File: src/rtl/cpu_pkg.sv
// Shared types for the nqcpu front end: word addresses, instruction words,
// fetch FSM states and the {instr, pc} entry held in the fetch queue.
// Latency: n/a (types only). Backpressure: n/a.
package cpu_pkg;

   typedef logic [23:0] pc_t;
   typedef logic [15:0] instr_t;

   typedef enum logic {
      FETCH = 1'b0,
      FLUSH = 1'b1
   } fetch_state_t;

   typedef struct packed {
      instr_t instr;
      pc_t    pc;
   } fetch_entry_t;

   // Entries in the fetch queue; also the occupancy at which requests stop.
   localparam logic [1:0] QUEUE_DEPTH = 2'd2;

endpackage

File: src/rtl/fetch_queue.sv
// Purpose: 2-entry synchronous FIFO of fetched {instr, pc} entries with clear.
// Latency: a pushed entry is visible at head_dat_o the cycle after the push.
// Backpressure: push into a full queue and pop from an empty queue are ignored.
// Ports: clk/rst_n (sync active-low); push_i/push_dat_i write; pop_i advances
//        head; clear_i empties (wins over push/pop); head_dat_o, count_o.
module fetch_queue
   import cpu_pkg::*;
(
   input  logic         clk,
   input  logic         rst_n,
   input  logic         push_i,
   input  logic         pop_i,
   input  logic         clear_i,
   input  fetch_entry_t push_dat_i,
   output fetch_entry_t head_dat_o,
   output logic [1:0]   count_o
);

   fetch_entry_t ent_q [2];
   logic         rd_ptr_q;
   logic         wr_ptr_q;
   logic [1:0]   count_q;
   logic         push_ok;
   logic         pop_ok;

   assign push_ok = push_i && (count_q != QUEUE_DEPTH);
   assign pop_ok  = pop_i && (count_q != 2'd0);

   always_ff @(posedge clk) begin
      if (!rst_n || clear_i) begin
         rd_ptr_q <= 1'b0;
         wr_ptr_q <= 1'b0;
         count_q  <= 2'd0;
      end else begin
         if (push_ok) wr_ptr_q <= ~wr_ptr_q;
         if (pop_ok)  rd_ptr_q <= ~rd_ptr_q;
         count_q <= count_q + {1'b0, push_ok} - {1'b0, pop_ok};
      end
   end

   // Storage needs no reset: an entry is only observed once count says it is live.
   always_ff @(posedge clk) begin
      if (push_ok) ent_q[wr_ptr_q] <= push_dat_i;
   end

   assign head_dat_o = ent_q[rd_ptr_q];
   assign count_o    = count_q;

endmodule

File: src/rtl/fetch_stage.sv
// Purpose: nqcpu fetch front end; issues word reads, queues replies, feeds decode.
// Latency: instruction reaches instr_out one enabled cycle after its handshake.
// Backpressure: en=0 freezes outputs; requests stop once the 2-entry queue would fill.
// Ports: clk, rst_n (sync active-low), en, branch_taken/branch_target from execute;
//        mem_req/mem_addr/mem_ready/mem_rdata read port; instr_out/pc_out/valid_out.
// Optional: define FETCH_STATS_EN to add fetch_count and flush_count outputs.
module fetch_stage
   import cpu_pkg::*;
#(
   parameter pc_t    RESET_PC  = 24'h000000,
   parameter instr_t NOP_INSTR = 16'h0000
) (
   input  logic        clk,
   input  logic        rst_n,
   input  logic        en,
   input  logic        branch_taken,
   input  logic [23:0] branch_target,
   output logic        mem_req,
   output logic [23:0] mem_addr,
   input  logic        mem_ready,
   input  logic [15:0] mem_rdata,
   output logic [15:0] instr_out,
   output logic [23:0] pc_out,
   output logic        valid_out
`ifdef FETCH_STATS_EN
   ,
   output logic [31:0] fetch_count,
   output logic [31:0] flush_count
`endif
);

   fetch_state_t state_q, state_d;
   logic         mem_req_q, mem_req_d;
   pc_t          mem_addr_q, mem_addr_d;
   pc_t          fetch_pc_q, fetch_pc_d;
   instr_t       instr_q, instr_d;
   pc_t          pc_q, pc_d;
   logic         valid_q, valid_d;

   logic         hs;
   logic         q_push, q_pop, q_clear;
   logic [1:0]   q_count;
   logic [1:0]   occ;
   fetch_entry_t q_head;
   fetch_entry_t q_wdat;

   assign hs     = mem_req_q && mem_ready;
   assign q_wdat = '{instr: mem_rdata, pc: mem_addr_q};

   always_comb begin
      state_d    = state_q;
      mem_req_d  = mem_req_q;
      mem_addr_d = mem_addr_q;
      fetch_pc_d = fetch_pc_q;
      instr_d    = instr_q;
      pc_d       = pc_q;
      valid_d    = valid_q;
      q_push     = 1'b0;
      q_pop      = 1'b0;
      q_clear    = 1'b0;
      occ        = q_count;

      if (branch_taken) begin
         q_clear    = 1'b1;
         valid_d    = 1'b0;
         instr_d    = NOP_INSTR;
         fetch_pc_d = branch_target;
         if (mem_req_q && !mem_ready) begin
            // Stale read still outstanding: keep it stable and drop its reply.
            state_d = FLUSH;
         end else begin
            // Nothing outstanding, or the stale reply lands now (also in FLUSH,
            // where staying would leave no request to wait for).
            state_d    = FETCH;
            mem_req_d  = 1'b1;
            mem_addr_d = branch_target;
         end
      end else begin
         // Pop uses the pre-push count, so a word never bypasses the queue.
         q_pop = en && (q_count != 2'd0);
         if (en) begin
            if (q_count != 2'd0) begin
               instr_d = q_head.instr;
               pc_d    = q_head.pc;
               valid_d = 1'b1;
            end else begin
               instr_d = NOP_INSTR;
               valid_d = 1'b0;
            end
         end

         if (state_q == FLUSH) begin
            if (hs) begin
               state_d    = FETCH;
               mem_req_d  = 1'b1;
               mem_addr_d = fetch_pc_q;
            end
         end else begin
            q_push = hs;
            if (hs) fetch_pc_d = mem_addr_q + 24'd1;
            occ = q_count + {1'b0, q_push} - {1'b0, q_pop};
            // A pending request is never withdrawn; decide anew only when idle or done.
            if (hs || !mem_req_q) begin
               mem_req_d  = (occ < QUEUE_DEPTH);
               mem_addr_d = fetch_pc_d;
            end
         end
      end
   end

   always_ff @(posedge clk) begin
      if (!rst_n) begin
         state_q    <= FETCH;
         mem_req_q  <= 1'b0;
         mem_addr_q <= RESET_PC;
         fetch_pc_q <= RESET_PC;
         instr_q    <= NOP_INSTR;
         pc_q       <= '0;
         valid_q    <= 1'b0;
      end else begin
         state_q    <= state_d;
         mem_req_q  <= mem_req_d;
         mem_addr_q <= mem_addr_d;
         fetch_pc_q <= fetch_pc_d;
         instr_q    <= instr_d;
         pc_q       <= pc_d;
         valid_q    <= valid_d;
      end
   end

   fetch_queue u_queue (
      .clk        (clk),
      .rst_n      (rst_n),
      .push_i     (q_push),
      .pop_i      (q_pop),
      .clear_i    (q_clear),
      .push_dat_i (q_wdat),
      .head_dat_o (q_head),
      .count_o    (q_count)
   );

   assign mem_req   = mem_req_q;
   assign mem_addr  = mem_addr_q;
   assign instr_out = instr_q;
   assign pc_out    = pc_q;
   assign valid_out = valid_q;

`ifdef FETCH_STATS_EN
   logic [31:0] fetch_cnt_q;
   logic [31:0] flush_cnt_q;

   always_ff @(posedge clk) begin
      if (!rst_n) begin
         fetch_cnt_q <= '0;
         flush_cnt_q <= '0;
      end else begin
         if (q_push)       fetch_cnt_q <= fetch_cnt_q + 32'd1;
         if (branch_taken) flush_cnt_q <= flush_cnt_q + 32'd1;
      end
   end

   assign fetch_count = fetch_cnt_q;
   assign flush_count = flush_cnt_q;
`endif

endmodule
File: config.mk
export PLATFORM = sky130hd
export DESIGN_NAME = fetch_stage
export DESIGN_NICKNAME = d
export VERILOG_FILES = /design/src/rtl/cpu_pkg.sv /design/src/rtl/fetch_queue.sv /design/src/rtl/fetch_stage.sv
export SDC_FILE = /design/constraint.sdc
export NUM_CORES = 1
export LEC_CHECK = 0
export ABC_AREA = 1
export BUFFER_PORTS_ARGS = -buffer_cell sky130_fd_sc_hd__buf_4
export CAP_MARGIN = 20
export CELL_PAD_IN_SITES_DETAIL_PLACEMENT = 2
export CELL_PAD_IN_SITES_GLOBAL_PLACEMENT = 2
export CORE_MARGIN = 2
export CORE_UTILIZATION = 35
export DETAILED_ROUTE_END_ITERATION = 16
export GPL_TIMING_DRIVEN = 0
export HOLD_SLACK_MARGIN = 0.15
export PLACE_DENSITY = 0.78
export SLEW_MARGIN = 5
export SYNTH_ARGS = -nofsm -noshare
export SYNTH_HDL_FRONTEND = slang
export SYNTH_SLANG_ARGS = --single-unit
File: constraint.sdc
create_clock -name clk -period 4.5 [get_ports clk]
set_clock_uncertainty 0.2 [all_clocks]
set_input_delay 0.9 -clock clk [delete_from_list [all_inputs] [get_ports clk]]
set_output_delay 0.9 -clock clk [all_outputs]
set_load 0.02 [all_outputs]
# Yosys cells after proc, flatten, opt, wreduce, memory -nomap -nowiden
# Memory sizes are Yosys's and may differ from the RTL's. A register that Yosys moved wholly into a read port is not among the register bits.
# Index checks and enable logic that the tools add are counted.
[classes]
add_sub_neg = 5
order_cmp = 1
eq_ne = 4
muxes = 27
n_bitwise = 4
reduce_logical = 15
[op_table]
columns = ["cell", "n"]
rows = [
  ["$mux W24", 8],
  ["$add A24 B1 Y24 const B", 1],
  ["$mux W1", 18],
  ["$mux W16", 1],
  ["$ne A2 B2 Y1 const B", 3],
  ["$reduce_and A3 Y1", 2],
  ["$logic_and A1 B1 Y1", 5],
  ["$add A2 B1 Y2", 2],
  ["$not A1 Y1", 4],
  ["$sub A2 B1 Y2", 2],
  ["$logic_not A1 Y1", 3],
  ["$ne A3 B2 Y1 const B", 1],
  ["$reduce_bool A3 Y1", 1],
  ["$logic_or A1 B1 Y1", 2],
  ["$lt A2 B2 Y1 const B", 1],
  ["$reduce_bool A2 Y1", 1],
  ["$reduce_or A2 Y1", 1],
]
[word_totals]
regBits = 95
ramBits = 80
inputBits = 45
output_inout_bits = 66
elab_cells = 67
mem_count = 1
[mem_list]
columns = ["memory", "depth", "width", "rd", "rd_clocked_by_memory_dff", "write_ports", "line", "source"]
rows = [
  ["u_queue.ent_q", 2, 40, 1, 1, 1, "fetch_queue.sv:19", "fetch_entry_t ent_q [2];"],
]

# Longest topological paths before layout
# Gate-level depths: netlist (run 1).
[depth]
ltp_word = 7
mapped_depth = 12
ltp_nobuf = 12

# By module
# A second synthesis (run 1) with hierarchy kept.
[unflattened]
hier_cells = 758
area_unflattened_um2 = 7405.9
[modules_own_cells]
columns = ["mod", "n_inst", "cells_each", "area_each_um2", "seq_area_each_um2"]
rows = [
  ["fetch_stage", 1, 597, 4260.3, 1821.7],
  ["fetch_queue", 1, 161, 3145.5, 2502.4],
]

# Least setup slack after synthesis (run 1)
# Ideal clock, no wire load.
[synth_path]
path_kind = "input to register"
startpoint = "input port branch_taken"
endpoint = "memory u_queue.ent_q[0][0] (netlist name) (enable)"
setup_time_ns = 0.437
arrival_time_ns = 3.146
t_required_ns = 3.863
path_slack_ns = 0.717
cell_stages = 4
n_path_buf = 1
path_cell_list = "buf_4 -> nor4_2 -> inv_1 -> nor2_1"
[synth_via]
elab_chain_cells = 4
[synth_lines]
columns = ["item", "line", "source"]
rows = [
  ["start: declaration", "fetch_stage.sv:16", "input logic branch_taken,"],
  ["$mux W1", "fetch_stage.sv:63", "if (branch_taken) begin"],
  ["$logic_and A1 B1 Y1", "fetch_queue.sv:26", "assign push_ok = push_i && (count_q != QUEUE_DEPTH);"],
  ["via u_queue.push_ok", "fetch_queue.sv:23", "logic push_ok;"],
  ["$mux W1", "fetch_queue.sv:43", "if (push_ok) ent_q[wr_ptr_q] <= push_dat_i;"],
  ["$mux W1 (implied by the code)", "fetch_queue.sv:43", ""],
  ["end: declaration", "fetch_queue.sv:19", ""],
]
# The timed path passes the listed nets, and every way through them passes these cells.

# Final worst setup path (run 1)
[layout_path]
startpoint = "input port en"
endpoint = "register u_queue.count_q[1] (netlist: u_queue.count_o[1])"
[layout_via]
elab_chain_cells = 4
[layout_lines]
columns = ["item", "line", "source"]
rows = [
  ["start: declaration", "fetch_stage.sv:15", "input logic en,"],
  ["$logic_and A1 B1 Y1", "fetch_stage.sv:80", "q_pop = en && (q_count != 2'd0);"],
  ["$mux W1", "fetch_stage.sv:63", ""],
  ["$logic_and A1 B1 Y1", "fetch_queue.sv:27", "assign pop_ok = pop_i && (count_q != 2'd0);"],
  ["via u_queue.pop_ok", "fetch_queue.sv:24", "logic pop_ok;"],
  ["$sub A2 B1 Y2", "fetch_queue.sv:37", "count_q <= count_q + {1'b0, push_ok} - {1'b0, pop_ok};"],
  ["end signal: assignment", "fetch_queue.sv:37", ""],
  ["end: declaration", "fetch_queue.sv:22", "logic [1:0] count_q;"],
]
# The timed path passes the listed nets, and every way through them passes these cells.
# A chain may end at the register's enable or synchronous reset.

==> results of run 1 <==
==> worst max path at each step <==
stage	from	end	slack (ns)	depth (start not counted)
global route	en	u_queue.count_o[1]$_SDFF_PP0_	1.50	12
finish	en	u_queue.count_o[1]$_SDFF_PP0_	1.66	12
detailed placement	en	u_queue.count_o[1]$_SDFF_PP0_	1.26	12
floorplan	branch_taken	u_queue.ent_q[0][0]$_DFFE_PP_	0.72	4
CTS	en	u_queue.count_o[1]$_SDFF_PP0_	1.67	12
global placement	mem_ready	u_queue.ent_q[1][18]$_DFFE_PP_	-0.63	5
==> Yosys cell counts (all sizes together) <==
cell    instances  area share, %
o211ai          6           0.59
a31oi           7           0.58
buf            27            2.2
or2             5           0.41
nor4            1           0.16
inv           122            6.0
o21bai          9           0.94
o21ai          66            4.5
dfxtp          96             25
xor2            6           0.69
o22ai           3           0.25
edfxtp         80             32
a22o            9            1.0
nor3            1          0.066
ha              4           0.66
nand3          43            3.0
nand3b          3           0.30
nor2           70            3.7
xnor2           5           0.58
clkbuf         11           0.56
nand2         154            7.7
o221ai          1           0.12
a21oi          88            5.9
and2            1          0.082
mux2           16            2.4
nand4          10           0.82
==> final cells by class <==
class / instances / area [µm²]
multi-input cells: 508 / 2640
inverters: 122 / 458
clock inverters: 14 / 153
flip-flops and latches: 176 / 4320
repair buffers: 111 / 858
fillers: 2315 / 11700
well taps: 275 / 344
clock buffers: 18 / 429
plain buffers: 38 / 206
==> routing by layer <==
metal,global-route usage (%),up-vias,wire length [µm]
met1,30.4,3217,11700
li1,-,3058,-
met3,3.02,27,693
met5,0,-,0
met2,40.5,114,12800
met4,6.39,0,429
==> registers in the layout, summed over array words and instances, names as in the netlist, named ones only <==
name	count
mem_req	1
valid_out	1
state_q	1
u_queue.count_o	2
instr_out	16
u_queue.rd_ptr_q	1
mem_addr	24
u_queue.wr_ptr_q	1
u_queue.ent_q	80
pc_out	24
fetch_pc_q	24
==> cell families after synthesis <==
group           Yosys count  synth area share, %
compound gates          189                 13.9
xor+xnor                 11                 1.27
fa+ha+maj                 4                0.657
buf+inv                 160                 8.73
flops                   176                 56.8
mux                      16                 2.37
simple gates            288                 16.3
==> critical path: stages <==
cell and delay, ns:
buf_4 0.08, inv_2 0.09, a21oi_4 0.31, inv_2 0.15, nor2_4 0.17, buf_2 0.30, ha_1 0.29, inv_1 0.05
ha_1 0.15, xnor2_1 0.09, or2_2 0.29, a21oi_1 0.13
==> cell usage in the layout, fill, tap and decap left out, types with 2 or more instances in the layout <==
cell,n
a21oi_1,87
mux2_2,16
a22o_1,9
nor2_4,4
buf_4,117
buf_2,14
inv_2,8
edfxtp_1,80
buf_1,3
inv_1,114
inv_6,2
nand3_2,2
xnor2_1,5
clkbuf_1,11
o21ai_0,65
o21bai_1,8
nand4_1,10
inv_8,4
xor2_1,6
nor2_1,63
nand3b_1,3
dfxtp_1,96
o22ai_1,3
buf_12,2
buf_6,2
or2_2,4
a31oi_1,7
nor2_2,3
ha_1,4
o211ai_1,6
clkinvlp_4,4
clkbuf_16,17
nand3_1,41
nand2_1,152
==> stage by stage <==
| stage | area, µm² | utilization [%] |
|---|---|---|
| floorplan | 7610 | - |
| global placement | 8780 | 41.5 |
| detailed placement | 8830 | 41.7 |
| CTS | 9410 | 44.5 |
| global route | 9410 | 44.5 |
| finish | 9410 | 44.5 |
==> power groups by stage <==
| stage | clock network (µW) | logic, µW | registers, µW |
|---|---|---|---|
| 2_1_floorplan | 0 | 190 | 1840 |
| 5_1_grt | 1590 | 418 | 1820 |
| 3_3_place_gp | 0 | 358 | 1850 |
| 6_report | 1500 | 375 | 1820 |
| 4_1_cts | 1520 | 380 | 1820 |
| 3_5_place_dp | 0 | 374 | 1850 |
==> qor.csv, run 1 <==
metric;value;unit
diode count;0;
CP required;4.66;ns
hold_sp;instr_out[10]$_SDFFE_PP0P_;
Via density;5.08;
largest net degree at the start of global routing;28;
Synth Area per Inst;9.02;µm²
worst hold path endpoint;instr_out[10]$_SDFFE_PP0P_;
total gr overflow;0;
Final GP Congestion;0.811;
IO Port Bufs;109;
number of nets with antenna violations after routing;0;
layout cells sized above 1;21.3;%
Crit. End Element;register;
clock power share;40.7;%
warnings from Yosys;0;
Die X;151;µm
Static Leak;0.00396;µW
total die area;22900;µm²
WL final;25600;µm
Hold Crit Depth;2;
RSZ-0062 raised after global routing;no;
kind of critical path;input pin to register;
total power;3690;µW
Int Pwr;2670;µW
Slew @ Worst Pin;0.709;ns
reg2reg start;u_queue.count_o[1]$_SDFF_PP0_;
Seq pwr share;49.2;%
count of cell types in the netlist;40;
post-synthesis sequential area ratio;56.8;%
# rows;53;
total negative slack;0;ns
initial DRC count;334;
Worst R2R Setup Slack;1.80;ns
Initial Utilization;36.0;%
clock-pin transition on the worst setup and hold timing paths;0.07;ns
Hold WC Path Type;register to register;
cts bufs inserted;17;
Gates resized, CTS repair;0;
Mapped Cells;844;
Hold Slack;0.273;ns
final worst-path setup slack;1.66;ns
CTS tree;built;
Tmin final;2.84;ns
CTS Sinks;176;
CP max FO;10;
final hold violation count;0;
DRC errors left;0;
Die Y;151;µm
P&R area growth vs syn;23.6;%
dpl ws;1.26;ns
setup violators final;0;
Slew headroom;52.7;%
clock root cell;clkbuf_16;
worst r2r path cells;11;
initial antenna violation count;0;
NetSw;1030;µW
DP Wirelength;17900;µm
Total GRT Usage;23.2;%
Pwr Density;392;nW/µm²
vias in the first global route;6964;
max_cap viols;0;
Pre-antenna DRT Iters;4;
hold_buf cts;0;
#FFs+latches synth;176;
combinational share of power;10.2;%
Mapped Nets;893;
fmax;352;MHz
WP data arrival;3.00;ns
Final period util;63.1;%
placed insts;1230;
CP Launch Type;input pin;
first-pass GRT wire length;39900;µm
number of top-level pins;111;
Max Buffers Root-to-Sink;2;
outcome;completed;
post-synth design cell area;7610;µm²
Slew Viols, Final;0;
Core Region;21200;µm²
clock insertion delay at the later pin of the skew report;0.43;ns
wire per inst;20.3;µm
vias;6416;
Sw Ratio;27.8;%
post-route insts no fill;1262;
nets;1023;
post-CTS setup buffer count;0;
H-tree lvl count;4;
worst r2r dst;u_queue.count_o[1]$_SDFF_PP0_;
peak supply drop;0.226;mV
Power figures use the tool's default switching activity.
==> run 2, diff against run 1 <==
Clock period 4.5 ns to 2.7 ns, I/O delays scaled along.
==> qor.csv, run 2 (synthesis results as in run 1) <==
metric;value;unit;change
commonest non-fill, non-tap cell in the layout;nand2_1;;
largest net degree at the start of global routing;29;;+3.6%
peak supply drop;0.371;mV;+64%
Core Region;21200;µm²;unchanged
diode count;0;;unchanged
CP startpoint;u_queue.count_o[1]$_SDFF_PP0_;;
Die X;151;µm;unchanged
total gr overflow;0;;unchanged
commonest non-fill, non-tap cells in the layout;nand2_1, buf_4, inv_1, dfxtp_1, a21oi_1;;
Total GRT Usage;24.3;%;+1.1 points
WP data arrival;2.80;ns;-0.20 ns
CTS tree;built;;
DP Wirelength;18000;µm;+1.1%
initial DRC count;286;;-14%
Max stage delay on crit path;0.44;ns;+0.13 ns
largest reg by FF count;u_queue.ent_q;;
vias;6592;;+2.7%
outcome;completed;;
first-pass GRT wire length;41600;µm;+4.2%
Hold Crit Depth;3;;+1
nets;1044;;+2.1%
final hold violation count;0;;unchanged
fmax;379;MHz;
Slew @ Worst Pin;0.775;ns;+0.0656 ns
DP Area;8840;µm²;about the same
layout cells sized above 1;21.3;%;+0.053 points
CTS Sinks;176;;unchanged
Finished Cell Area;9660;µm²;+2.6%
RSZ-0062 raised after global routing;no;;
max FFs per register;80;;unchanged
Initial Utilization;36.0;%;unchanged
WL final;27200;µm;+6.5%
Max Buffers Root-to-Sink;2;;unchanged
cts bufs inserted;17;;unchanged
Via density;5.14;;+1.1%
worst r2r dst;u_queue.count_o[1]$_SDFF_PP0_;;
CP max FO;10;;unchanged
Final period util;97.8;%;
wire per inst;21.2;µm;+4.8%
Pwr Density;658;nW/µm²;+68%
Crit. End Element;register;;
number of top-level pins;111;;unchanged
Slew headroom;48.3;%;-4.4 points
Hold Slack;0.206;ns;-0.0672 ns
clock-pin transition on the worst setup and hold timing paths;0.08;ns;about the same
crit path cell chain;inv_2 > a21oi_4 > inv_2 > nor2_4 > buf_4 > ha_1 > inv_1 > ha_1 > xnor2_1 > or2_2 > a21oi_1;;
Tmin final;2.64;ns;
total die area;22900;µm²;unchanged
initial antenna violation count;0;;unchanged
P&R area growth vs syn;26.8;%;
number of nets with antenna violations after routing;0;;unchanged
clock insertion delay at the later pin of the skew report;0.44;ns;about the same
Final GP Congestion;0.813;;+0.28%
Die Y;151;µm;unchanged
vias in the first global route;7151;;+2.7%
max_cap viols;0;;unchanged
CP Launch Type;register;;
setup violators final;0;;unchanged
Worst R2R Setup Slack;0.06;ns;-1.74 ns
IO Port Bufs;109;;unchanged
crit path capture;u_queue.count_o[1]$_SDFF_PP0_;;
reg2reg start;u_queue.count_o[1]$_SDFF_PP0_;;
# rows;53;;unchanged
CP required;2.86;ns;-1.80 ns
Pre-antenna DRT Iters;4;;unchanged
crit path max-delay cell type;dfxtp_1;;
DRC errors left;0;;unchanged
Static Leak;0.00408;µW;+2.9%
Slew Viols, Final;0;;unchanged
kind of critical path;register to register;;
worst r2r path cells;11;;unchanged
Hold WC Path Type;input pin to register;;
clock root cell;clkbuf_16;;
fin util;45.6;%;+1.1 points
H-tree lvl count;4;;unchanged
[run 2: cell count changes in the layout (fill, tap and decap cells not counted), sizes merged, moves of 2 or more]
cell and delta:
clkinvlp -3, clkinv +2, buf +4, dlygate4sd3 +16
[run 2: worst min path at each step]
stage,slack [ns],endpoint,start
after floorplan,0.25,register,u_queue.rd_ptr_q$_SDFFE_PP0P_
after global placement,0.25,instr_out[15]$_SDFFE_PP0P_,instr_out[15]$_SDFFE_PP0P_
after detailed placement,0.26,instr_out[2]$_SDFFE_PP0P_,instr_out[2]$_SDFFE_PP0P_
after CTS,0.20,fetch_pc_q[0]$_SDFFE_PN0P_,branch_target[0]
after global routing,0.22,fetch_pc_q[2]$_SDFFE_PN0P_,branch_target[2]
final,0.21,fetch_pc_q[6]$_SDFFE_PN0P_,branch_target[6]
[run 2: power by group]
group          leakage, µW  internal (µW)  switching, µW
Clock             0.000299           1420           1240
Sequential         0.00151           2890            139
Combinational      0.00227            258            401
[run 2: final cells by class]
| type | instances | area [µm²] |
|---|---|---|
| plain buffers | 38 | 209 |
| clock buffers | 17 | 425 |
| clock inverters | 15 | 193 |
| fillers | 2310 | 11500 |
| inverters | 122 | 458 |
| multi-input cells | 509 | 2650 |
| flip-flops and latches | 176 | 4320 |
| well taps | 275 | 344 |
| repair buffers | 131 | 1060 |
[run 2: metrics by stage]
step                       TNS, ns  setup WS, ns  cells  power, µW
after floorplan              -6.63       -0.0829    844       3390
after global placement      -72.99        -0.921   1228       3680
after detailed placement    -0.217        -0.217   1230       3710
after CTS                 -0.00322      -0.00322   1279       6360
after global routing             0      0.000447   1283       6560
final                            0        0.0587   1283       6350
[run 2: routing by layer]
layer / up-vias / track usage (%) / share of wire (%) / routed length [µm]
met5: - / 0 / 0 / 0
met3: 36 / 3.56 / 3.0 / 807
li1: 3098 / - / - / -
met1: 3325 / 31.8 / 46 / 12500
met2: 133 / 42.4 / 50 / 13500
met4: 0 / 6.30 / 1.7 / 472
[run 2: worst max-delay path: cells and delay by family (launching register included)]
kind	cells	cell delay (ns)
buffers and inverters	4	0.51
AND/OR/NAND/NOR	2	0.47
adder cells (fa/ha/maj)	2	0.44
flip-flops	1	0.44
AO/OA/AOI/OAI	2	0.39
XOR/XNOR	1	0.11
[run 2: what timing repair did]
item	4_1_cts	5_1_grt
resized for setup	1	0
hold buffers	16	0
endpoints found under the setup margin	17	29
buffers inserted	0	4
pin swaps	1	2
endpoints found under the hold margin	32	0
cloned	1	0
==> run 3, diff against run 2 <==
Settings changed: RECOVER_POWER set to 100.
==> qor.csv, run 3 (synthesis results as in run 1) <==
metric;value;unit;change
Die X;151;µm;unchanged
FILL cells;2316;;+0.26%
first-pass GRT wire length;41600;µm;unchanged
setup violators final;0;;unchanged
vias;6599;;+0.11%
Pre-antenna DRT Iters;4;;unchanged
crit path max-delay cell type;dfxtp_1;;
commonest non-fill, non-tap cells in the layout;nand2_1, inv_1, buf_4, dfxtp_1, a21oi_1;;
area occupied by multi-input gates;2650;µm²;unchanged
Max Buffers Root-to-Sink;2;;unchanged
CTS Sinks;176;;unchanged
clock-pin transition on the worst setup and hold timing paths;0.08;ns;about the same
layout cells sized above 1;20.5;%;-0.79 points
commonest non-fill, non-tap cell in the layout;nand2_1;;
post-route insts no fill;1283;;unchanged
Core Region;21200;µm²;unchanged
WL final;27200;µm;-0.16%
combinational share of power;10.3;%;about the same
Sw Ratio;28.0;%;-0.053 points
placed insts;1230;;unchanged
Seq pwr share;47.8;%;about the same
vias in the first global route;7151;;unchanged
fin util;45.5;%;-0.11 points
number of top-level pins;111;;unchanged
Pwr Density;658;nW/µm²;about the same
H-tree lvl count;4;;unchanged
Max stage delay on crit path;0.44;ns;about the same
max FFs per register;80;;unchanged
clock root cell;clkbuf_16;;
Initial Utilization;36.0;%;unchanged
RSZ-0062 raised after global routing;no;;
number of nets with antenna violations after routing;0;;unchanged
Final period util;97.4;%;-0.44 points
CP required;2.86;ns;about the same
largest net degree at the start of global routing;29;;unchanged
Hold WC Path Type;input pin to register;;
final hold violation count;0;;unchanged
DP Wirelength;18000;µm;unchanged
kind of critical path;register to register;;
outcome;completed;;
dpl ws;-0.217;ns;unchanged
total negative slack;0;ns;unchanged
Hold Slack;0.208;ns;+0.00146 ns
DRC errors left;0;;unchanged
cts bufs inserted;17;;unchanged
clock power share;41.9;%;about the same
Slew Viols, Final;0;;unchanged
Final GP Congestion;0.813;;unchanged
initial DRC count;295;;+3.1%
P&R area growth vs syn;26.5;%;
fmax;380;MHz;+0.45%
crit path cell chain;inv_2 > a21oi_4 > inv_2 > nor2_4 > buf_4 > ha_1 > inv_1 > ha_1 > xnor2_1 > or2_2 > a21oi_1;;
nets;1044;;unchanged
total die area;22900;µm²;unchanged
CP max FO;10;;unchanged
largest reg by FF count;u_queue.ent_q;;
register area;4320;µm²;unchanged
IO Port Bufs;109;;unchanged
WP data arrival;2.79;ns;about the same
final worst-path setup slack;0.0705;ns;+0.0118 ns
Slew @ Worst Pin;0.767;ns;-0.00815 ns
CP Launch Type;register;;
Crit. End Element;register;;
Tmin final;2.63;ns;-0.0118 ns
Total GRT Usage;24.3;%;unchanged
Via density;5.14;;+0.11%
CTS tree;built;;
diode count;0;;unchanged
Die Y;151;µm;unchanged
Int Pwr;4560;µW;-0.10%
max_cap viols;0;;unchanged
peak supply drop;0.370;mV;-0.17%
clock insertion delay at the later pin of the skew report;0.44;ns;about the same
wire per inst;21.2;µm;-0.16%
Static Leak;0.00405;µW;-0.68%
NetSw;1780;µW;-0.36%
total gr overflow;0;;unchanged
initial antenna violation count;0;;unchanged
# rows;53;;unchanged
Slew headroom;48.9;%;+0.54 points
run 3: changes by cell type in the layout (fill, tap and decap cells not counted):
cell / previous run / this run
mux2_2: 16 / 15
mux2_1: 0 / 1
clkbuf_4: 0 / 10
clkbuf_1: 10 / 17
buf_2: 13 / 12
buf_4: 122 / 106
run 3: timing repair:
item | 4_1_cts | 5_1_grt
setup buffers | 0 | 4
hold buffers | 16 | 0
endpoints found under the setup margin | 17 | 29
gates cloned | 1 | 0
pin swaps | 1 | 2
gates resized for setup | 1 | 0
endpoints found under the hold margin | 32 | 0
run 3: worst max-delay path: cells and delay by family (launching register included):
kind / cells / cell delay [ns]
xor+xnor: 1 / 0.11
buf+inv: 4 / 0.52
fa+ha+maj: 2 / 0.43
flops: 1 / 0.44
compound gates: 2 / 0.38
simple gates: 2 / 0.47
run 3: routing by layer:
| layer | up-vias | global-route usage [%] | share of wire (%) |
|---|---|---|---|
| li1 | 3097 | - | - |
| met1 | 3322 | 31.8 | 46 |
| met2 | 142 | 42.4 | 49 |
| met3 | 38 | 3.56 | 3.1 |
| met4 | 0 | 6.30 | 1.8 |
| met5 | - | 0 | 0 |
run 3: area by class of cell:
| class | count | share of cell area (%) |
|---|---|---|
| buffer | 38 | 2.16 |
| clock buffer | 17 | 4.42 |
| clock inverter | 15 | 2.00 |
| inverter | 122 | 4.75 |
| multi-input combinational | 509 | 27.5 |
| sequential | 176 | 44.9 |
| tap | 275 | 3.57 |
| timing repair buffer | 131 | 10.7 |
run 3: through the flow:
step	total power (µW)	cell area (µm²)
floorplan	3390	7620
global placement	3680	8780
detailed placement	3710	8840
CTS	6360	9630
global route	6550	9630
finish	6340	9630
run 3: final timing paths:
check,start,endpoint,slack (ns),cells past startpoint
max reg2reg,u_queue.count_o[1]$_SDFF_PP0_,u_queue.count_o[1]$_SDFF_PP0_,0.07,11
min,branch_target[0],fetch_pc_q[0]$_SDFFE_PN0P_,0.21,3
max,u_queue.count_o[1]$_SDFF_PP0_,u_queue.count_o[1]$_SDFF_PP0_,0.07,11
min reg2reg,instr_out[2]$_SDFFE_PP0P_,instr_out[2]$_SDFFE_PP0P_,0.27,2
run 3: power by group through the flow:
stage / logic, µW / clock network, µW / registers (µW)
floorplan: 316 / 0 / 3070
global placement: 598 / 0 / 3080
detailed placement: 626 / 0 / 3090
CTS: 656 / 2680 / 3030
global route: 724 / 2790 / 3040
finish: 653 / 2650 / 3030
